## src/rtl/vgachargen_apb_bridge.sv

```systemverilog
// rtl/vgachargen_apb_bridge.sv - APB3 completer mapping register accesses onto the VGA char generator memories
module vgachargen_apb_bridge #(
    parameter int ADDR_W    = 16,
    parameter int MAP_DEPTH = 2400,
    parameter int GLYPHS    = 128
) (
    input  logic                         clk_i,
    input  logic                         rst_ni,
    input  logic                         psel_i,
    input  logic                         penable_i,
    input  logic                         pwrite_i,
    input  logic [ADDR_W-1:0]            paddr_i,
    input  logic [31:0]                  pwdata_i,
    output logic [31:0]                  prdata_o,
    output logic                         pready_o,
    output logic                         pslverr_o,
    output logic [$clog2(MAP_DEPTH)-1:0] ch_map_addr_o,
    output logic [$clog2(MAP_DEPTH)-1:0] col_map_addr_o,
    output logic [7:0]                   ch_map_data_o,
    output logic [7:0]                   col_map_data_o,
    input  logic [7:0]                   ch_map_data_i,
    input  logic [7:0]                   col_map_data_i,
    output logic                         ch_map_wen_o,
    output logic                         col_map_wen_o,
    output logic [$clog2(GLYPHS)-1:0]    ch_t_rw_addr_o,
    output logic [127:0]                 ch_t_rw_data_o,
    input  logic [127:0]                 ch_t_rw_data_i,
    output logic                         ch_t_rw_wen_o
);
    localparam int MAP_AW = $clog2(MAP_DEPTH);
    localparam int GLY_AW = $clog2(GLYPHS);

    typedef enum logic [1:0] {IDLE, RD_WAIT, RMW_WAIT, RESP} state_t;

    state_t              state_q;
    state_t              state_d;
    logic [11:0]         map_idx;
    logic [6:0]          gly_idx;
    logic [1:0]          word_sel;
    logic                aligned;
    logic                is_ch;
    logic                is_col;
    logic                is_gly;
    logic                dec_err;
    logic                access;
    logic                rd_load;
    logic [31:0]         rd_word;
    logic [127:0]        merged;
    logic [MAP_AW-1:0]   map_addr_q;
    logic [GLY_AW-1:0]   gly_addr_q;

    // Address decode: char map 0x0000, colour map 0x4000, glyph table 0x8000 (16 bytes per glyph)
    always_comb begin
        map_idx  = paddr_i[13:2];
        gly_idx  = paddr_i[10:4];
        word_sel = paddr_i[3:2];
        aligned  = (paddr_i[1:0] == 2'b00);
        is_ch    = aligned && (paddr_i[15:14] == 2'b00) && (int'(map_idx) < MAP_DEPTH);
        is_col   = aligned && (paddr_i[15:14] == 2'b01) && (int'(map_idx) < MAP_DEPTH);
        is_gly   = aligned && (paddr_i[15:11] == 5'b10000) && (int'(gly_idx) < GLYPHS);
        dec_err  = !(is_ch || is_col || is_gly);
        access   = psel_i && penable_i;
    end

    // Read-data selection and glyph merge; memory data is valid in the cycle after the address
    always_comb begin
        rd_word = ch_t_rw_data_i[{word_sel, 5'b00000} +: 32];
        if (is_ch) begin
            rd_word = {24'h000000, ch_map_data_i};
        end else if (is_col) begin
            rd_word = {24'h000000, col_map_data_i};
        end
        merged = ch_t_rw_data_i;
        merged[{word_sel, 5'b00000} +: 32] = pwdata_i;
    end

    // Memory addresses follow paddr while selected and hold the last selected value otherwise
    always_ff @(posedge clk_i or negedge rst_ni) begin
        if (!rst_ni) begin
            map_addr_q <= '0;
            gly_addr_q <= '0;
        end else if (psel_i) begin
            map_addr_q <= map_idx[MAP_AW-1:0];
            gly_addr_q <= gly_idx[GLY_AW-1:0];
        end
    end

    // Address outputs, forced to zero while reset is asserted
    always_comb begin
        ch_map_addr_o  = map_addr_q;
        ch_t_rw_addr_o = gly_addr_q;
        if (!rst_ni) begin
            ch_map_addr_o  = '0;
            ch_t_rw_addr_o = '0;
        end else if (psel_i) begin
            ch_map_addr_o  = map_idx[MAP_AW-1:0];
            ch_t_rw_addr_o = gly_idx[GLY_AW-1:0];
        end
        col_map_addr_o = ch_map_addr_o;
    end

    // State register
    always_ff @(posedge clk_i or negedge rst_ni) begin
        if (!rst_ni) begin
            state_q <= IDLE;
        end else begin
            state_q <= state_d;
        end
    end

    // Read data is captured at the end of RD_WAIT and held until the next read completes
    always_ff @(posedge clk_i or negedge rst_ni) begin
        if (!rst_ni) begin
            prdata_o <= 32'h0;
        end else if (rd_load) begin
            prdata_o <= rd_word;
        end
    end

    // Next state and response/strobe outputs; reset kills strobes asynchronously
    always_comb begin
        state_d       = state_q;
        pready_o      = 1'b0;
        pslverr_o     = 1'b0;
        ch_map_wen_o  = 1'b0;
        col_map_wen_o = 1'b0;
        ch_t_rw_wen_o = 1'b0;
        rd_load       = 1'b0;
        case (state_q)
            IDLE: begin
                if (access) begin
                    if (dec_err) begin
                        pready_o  = 1'b1;
                        pslverr_o = 1'b1;
                    end else if (!pwrite_i) begin
                        state_d = RD_WAIT;
                    end else if (is_gly) begin
                        state_d = RMW_WAIT;
                    end else begin
                        pready_o      = 1'b1;
                        ch_map_wen_o  = is_ch;
                        col_map_wen_o = is_col;
                    end
                end
            end
            RD_WAIT: begin
                if (access) begin
                    rd_load = 1'b1;
                    state_d = RESP;
                end else begin
                    state_d = IDLE;
                end
            end
            RMW_WAIT: begin
                if (access) begin
                    ch_t_rw_wen_o = 1'b1;
                    pready_o      = 1'b1;
                end
                state_d = IDLE;
            end
            RESP: begin
                pready_o = 1'b1;
                state_d  = IDLE;
            end
            default: state_d = IDLE;
        endcase
        if (!rst_ni) begin
            pready_o      = 1'b0;
            pslverr_o     = 1'b0;
            ch_map_wen_o  = 1'b0;
            col_map_wen_o = 1'b0;
            ch_t_rw_wen_o = 1'b0;
            rd_load       = 1'b0;
        end
        ch_map_data_o  = ch_map_wen_o  ? pwdata_i[7:0] : 8'h00;
        col_map_data_o = col_map_wen_o ? pwdata_i[7:0] : 8'h00;
        ch_t_rw_data_o = ch_t_rw_wen_o ? merged : 128'h0;
    end
endmodule

```

## config.mk

```make
export PLATFORM = sky130hd
export DESIGN_NAME = vgachargen_apb_bridge
export DESIGN_NICKNAME = d
export VERILOG_FILES = /design/src/rtl/vgachargen_apb_bridge.sv
export SDC_FILE = /design/constraint.sdc
export NUM_CORES = 1
export LEC_CHECK = 0
export CAP_MARGIN = 20
export CORE_AREA = 3 3 158 160
export DETAILED_ROUTE_END_ITERATION = 16
export DIE_AREA = 0 0 161 163
export PLACE_DENSITY = 0.71
export SYNTH_ARGS = -nofsm -noshare
export SYNTH_HDL_FRONTEND = slang
export SYNTH_SLANG_ARGS = --single-unit
```

## constraint.sdc

```tcl
create_clock -name clk_i -period 3.75 [get_ports clk_i]
set_input_delay 0.75 -clock clk_i [delete_from_list [all_inputs] [get_ports clk_i]]
set_output_delay 0.75 -clock clk_i [all_outputs]
set_load 0.05 [all_outputs]
```

==> implementation parameters <==
Parameter                              Value

Setup path
  Type of the setup path with the least slack    primary input to output pin
  Arrival time at the worst endpoint    2.86 ns
  Req. time, crit path    3.00 ns
  Register-to-register path setup slack    between 1 and 1.5 ns
  Kind of end point of the critical path    output pin
  Worst reg2reg path startpoint    state_q[1]
  FF-to-FF End    prdata_o[20]
  Crit path from    psel_i
  Length in cells of the worst reg-to-reg path    4
  Startpoint types    primary input
  Highest net fanout along the worst path    129
  Worst Setup EP    ch_t_rw_data_o[44]

Detailed routing
  Number of iterations in the first detailed-routing pass    5
  Post-detailed-route count of antenna-violating nets    0
  Routed vias/inst    between 4 and 5
  WL per Instance    ~22 um
  Number of DRC violations after detailed-routing iteration 0    between 400 and 500
  Routed wire length    ~30000 um
  Post-detailed-route DRC marker count    0
  Number of vias in the routed layout    around 7000

Synth
  Async SR Flop Fraction    1.00
  Share of the synthesized area in the top cell type    0.237
  Post-synthesis sequential element count    53
  Top cell type by total area after synthesis    sky130_fd_sc_hd__dfrtp_1
  Adder and majority cell fraction of the synthesized area    0.0112
  Cell with the most instances after synthesis    sky130_fd_sc_hd__a21oi_1
  Area fraction in compound gates after synthesis    0.181
  Mux contribution to synthesized area    0.170
  XOR/XNOR Fraction of Synth Area    0
  Register area share after synthesis    0.237
  Mapped cell area    5590 sq um
  Top cells by instance count after synthesis    131 x sky130_fd_sc_hd__a21oi_1, 130 x sky130_fd_sc_hd__nor2b_1, 129 x sky130_fd_sc_hd__nor2_1
  Post-synthesis instance total    between 700 and 800
  Yosys synthesis warning count    0
  Fraction of the mapped netlist area in simple logic gates    0.316
  Syn_nets    approximately 920
  Dominant combinational cell family by area after synthesis    simple AND/OR/NAND/NOR gates
  Number of flops mapped to enable cells by yosys    0
  Count of distinct cell types in the synthesized netlist    33
  Main flop type after synthesis    sky130_fd_sc_hd__dfrtp_1
  Syn avg cell area    between 7 and 8 sq um
  Biggest area contributors in the synthesized netlist    sky130_fd_sc_hd__dfrtp_1 24%, sky130_fd_sc_hd__nor2b_1 15%, sky130_fd_sc_hd__mux4_2 13%

STA
  Unrepaired setup endpoints after global routing    no
  Fin crit share    0.964
  Max Clock Freq    277 MHz
  Setup Total Neg Slack    0 ns
  Tmin final    about 3.6 ns
  Relative slew slack    0.426
  Count of final max-slew check failures    0
  Clock tree skew after final layout    between 0.01 and 0.015 ns
  Final setup viols    0
  Transition time at the pin with the least slew margin    between 0.8 and 0.9 ns
  Setup slack of the critical path after layout    approximately 0.14 ns
  Number of endpoints with negative hold slack in the final report    0

Placement
  Routability-driven placement congestion ratio    between 0.8 and 0.9
  Cell area after placement    11600 sq um
  Detailed placement HPWL    23200 um
  Setup slack at placement    roughly 0.3 ns
  Port buffer count    a little over 400

Clock tree
  Clock-pin transition on the worst setup and hold timing paths    approximately 0.080 ns
  TritonCTS clock tree    built
  Clock buffer count from CTS    5
  Number of buffers added to fix hold violations after cts    0
  Worst-skew pair later-pin latency    0.31 ns
  Longest Clk Path Bufs    2
  Clock sink total    53
  CTS resizes    0
  Max H-tree Level    2
  Number of buffers inserted to repair setup after CTS    0
  Master cell of the clock root buffer    sky130_fd_sc_hd__clkbuf_16

Pwr
  P_leak    roughly 0.0046 uW
  Post-layout total power    2020 uW
  Worst supply voltage drop on vdd    about 0.16 mV
  P per Cell Area    approximately 170 nW/um^2

Global route
  Global-route wire length before repair    44200 um
  Number of global-route vias before repair    between 7000 and 8000
  Initial antenna violation count    0
  Largest net degree at the start of global routing    130
  Gr usage total    0.221
  Total overflow reported by the global router    0

Floorplanning
  Total core area    23500 sq um
  Number of placed I/O pins    between 400 and 500
  Initial cell density of the core    0.237
  Die height    between 150 and 200 um
  Cell row count    56
  Area enclosed by the die boundary    about 26000 sq um
  Horizontal die dimension    approximately 160 um

Status
  Run status    finished clean

Final layout
  Fin area    ~12000 sq um
  Filler instances    ~2100
  Diodes inserted    0
  Final Net Count    1281
  Share of post-route cells with drive strength above 1    0.286
  Area grow syn2layout    111%

Flow run
  Max-cap check violation count    0

Min path
  Path type of the worst min-delay path    flop to flop
## power breakdown
| group | total (uW) | leakage (uW) | internal [uW] | switching, uW |
|---|---|---|---|---|
| Sequential | 618 | 0.000700 | 604 | 14.0 |
| Clock | 499 | 0.0000752 | 256 | 243 |
| Combinational | 903 | 0.00382 | 448 | 454 |
| Total | 2020 | 0.00460 | 1310 | 711 |
## cell usage in the layout, fill, tap and decap left out, types with 27 or more instances in the layout
master / count
sky130_fd_sc_hd__dfrtp_1: 53
sky130_fd_sc_hd__nor2b_1: 130
sky130_fd_sc_hd__buf_4: 32
sky130_fd_sc_hd__buf_12: 172
sky130_fd_sc_hd__and2_1: 27
sky130_fd_sc_hd__clkdlybuf4s50_1: 225
sky130_fd_sc_hd__nor2_2: 30
sky130_fd_sc_hd__a21oi_1: 131
sky130_fd_sc_hd__nor2_1: 99
sky130_fd_sc_hd__mux4_2: 32
## sequential cells by signal (all words and copies together), names as in the netlist
register and flops:
prdata_o 32, map_addr_q 12, gly_addr_q 7, state_q 2
## through the flow
step	cells	utilization	hold slack, ns
after floorplan	716	-	0.454
after global placement	1391	0.495	0.462
after detailed placement	1391	0.495	0.469
after CTS	1399	0.501	0.488
after global routing	1399	0.501	0.510
final	1399	0.501	0.483
## worst min path at each step
stage,from,end,slack (ns),cells after the start
6_report,prdata_o[1],prdata_o[1],0.48,2
5_1_grt,prdata_o[7],prdata_o[7],0.51,2
4_1_cts,prdata_o[3],prdata_o[3],0.49,2
3_5_place_dp,prdata_o[3],prdata_o[3],0.47,2
3_3_place_gp,prdata_o[2],prdata_o[2],0.46,2
2_1_floorplan,rst_ni,gly_addr_q[0],0.45,0
## critical path: stages
cell                              delay, ns
sky130_fd_sc_hd__clkdlybuf4s50_1       0.53
sky130_fd_sc_hd__buf_4                 0.30
sky130_fd_sc_hd__nand4_1               0.19
sky130_fd_sc_hd__buf_12                0.24
sky130_fd_sc_hd__nor2_1                0.42
sky130_fd_sc_hd__buf_12                0.18
## area by class of cell
class	instances	area, sq um	area share
clock buffer	5	125	0.0106
clock inverter	3	26.3	0.00223
inverter	18	67.6	0.00573
multi-input combinational	571	3910	0.332
sequential	53	1330	0.112
tap	319	399	0.0338
timing repair buffer	430	5940	0.504
## per-layer routing
metal,up-vias,track usage,part of all wire,wire length [um]
li1,3162,-,-,-
met1,3325,0.257,0.38,11500
met2,362,0.389,0.50,15200
met3,52,0.0740,0.089,2690
met4,0,0.0630,0.027,802
met5,-,0,0,0
## cell families after synthesis
| group | count (synthesis) |
|---|---|
| and+or+nand+nor | 331 |
| AOI/OAI and AO/OA | 182 |
| buffers and inverters | 92 |
| muxes | 53 |
| DFF | 53 |
| adders and majority gates | 5 |
Power figures use the tool's default switching activity.
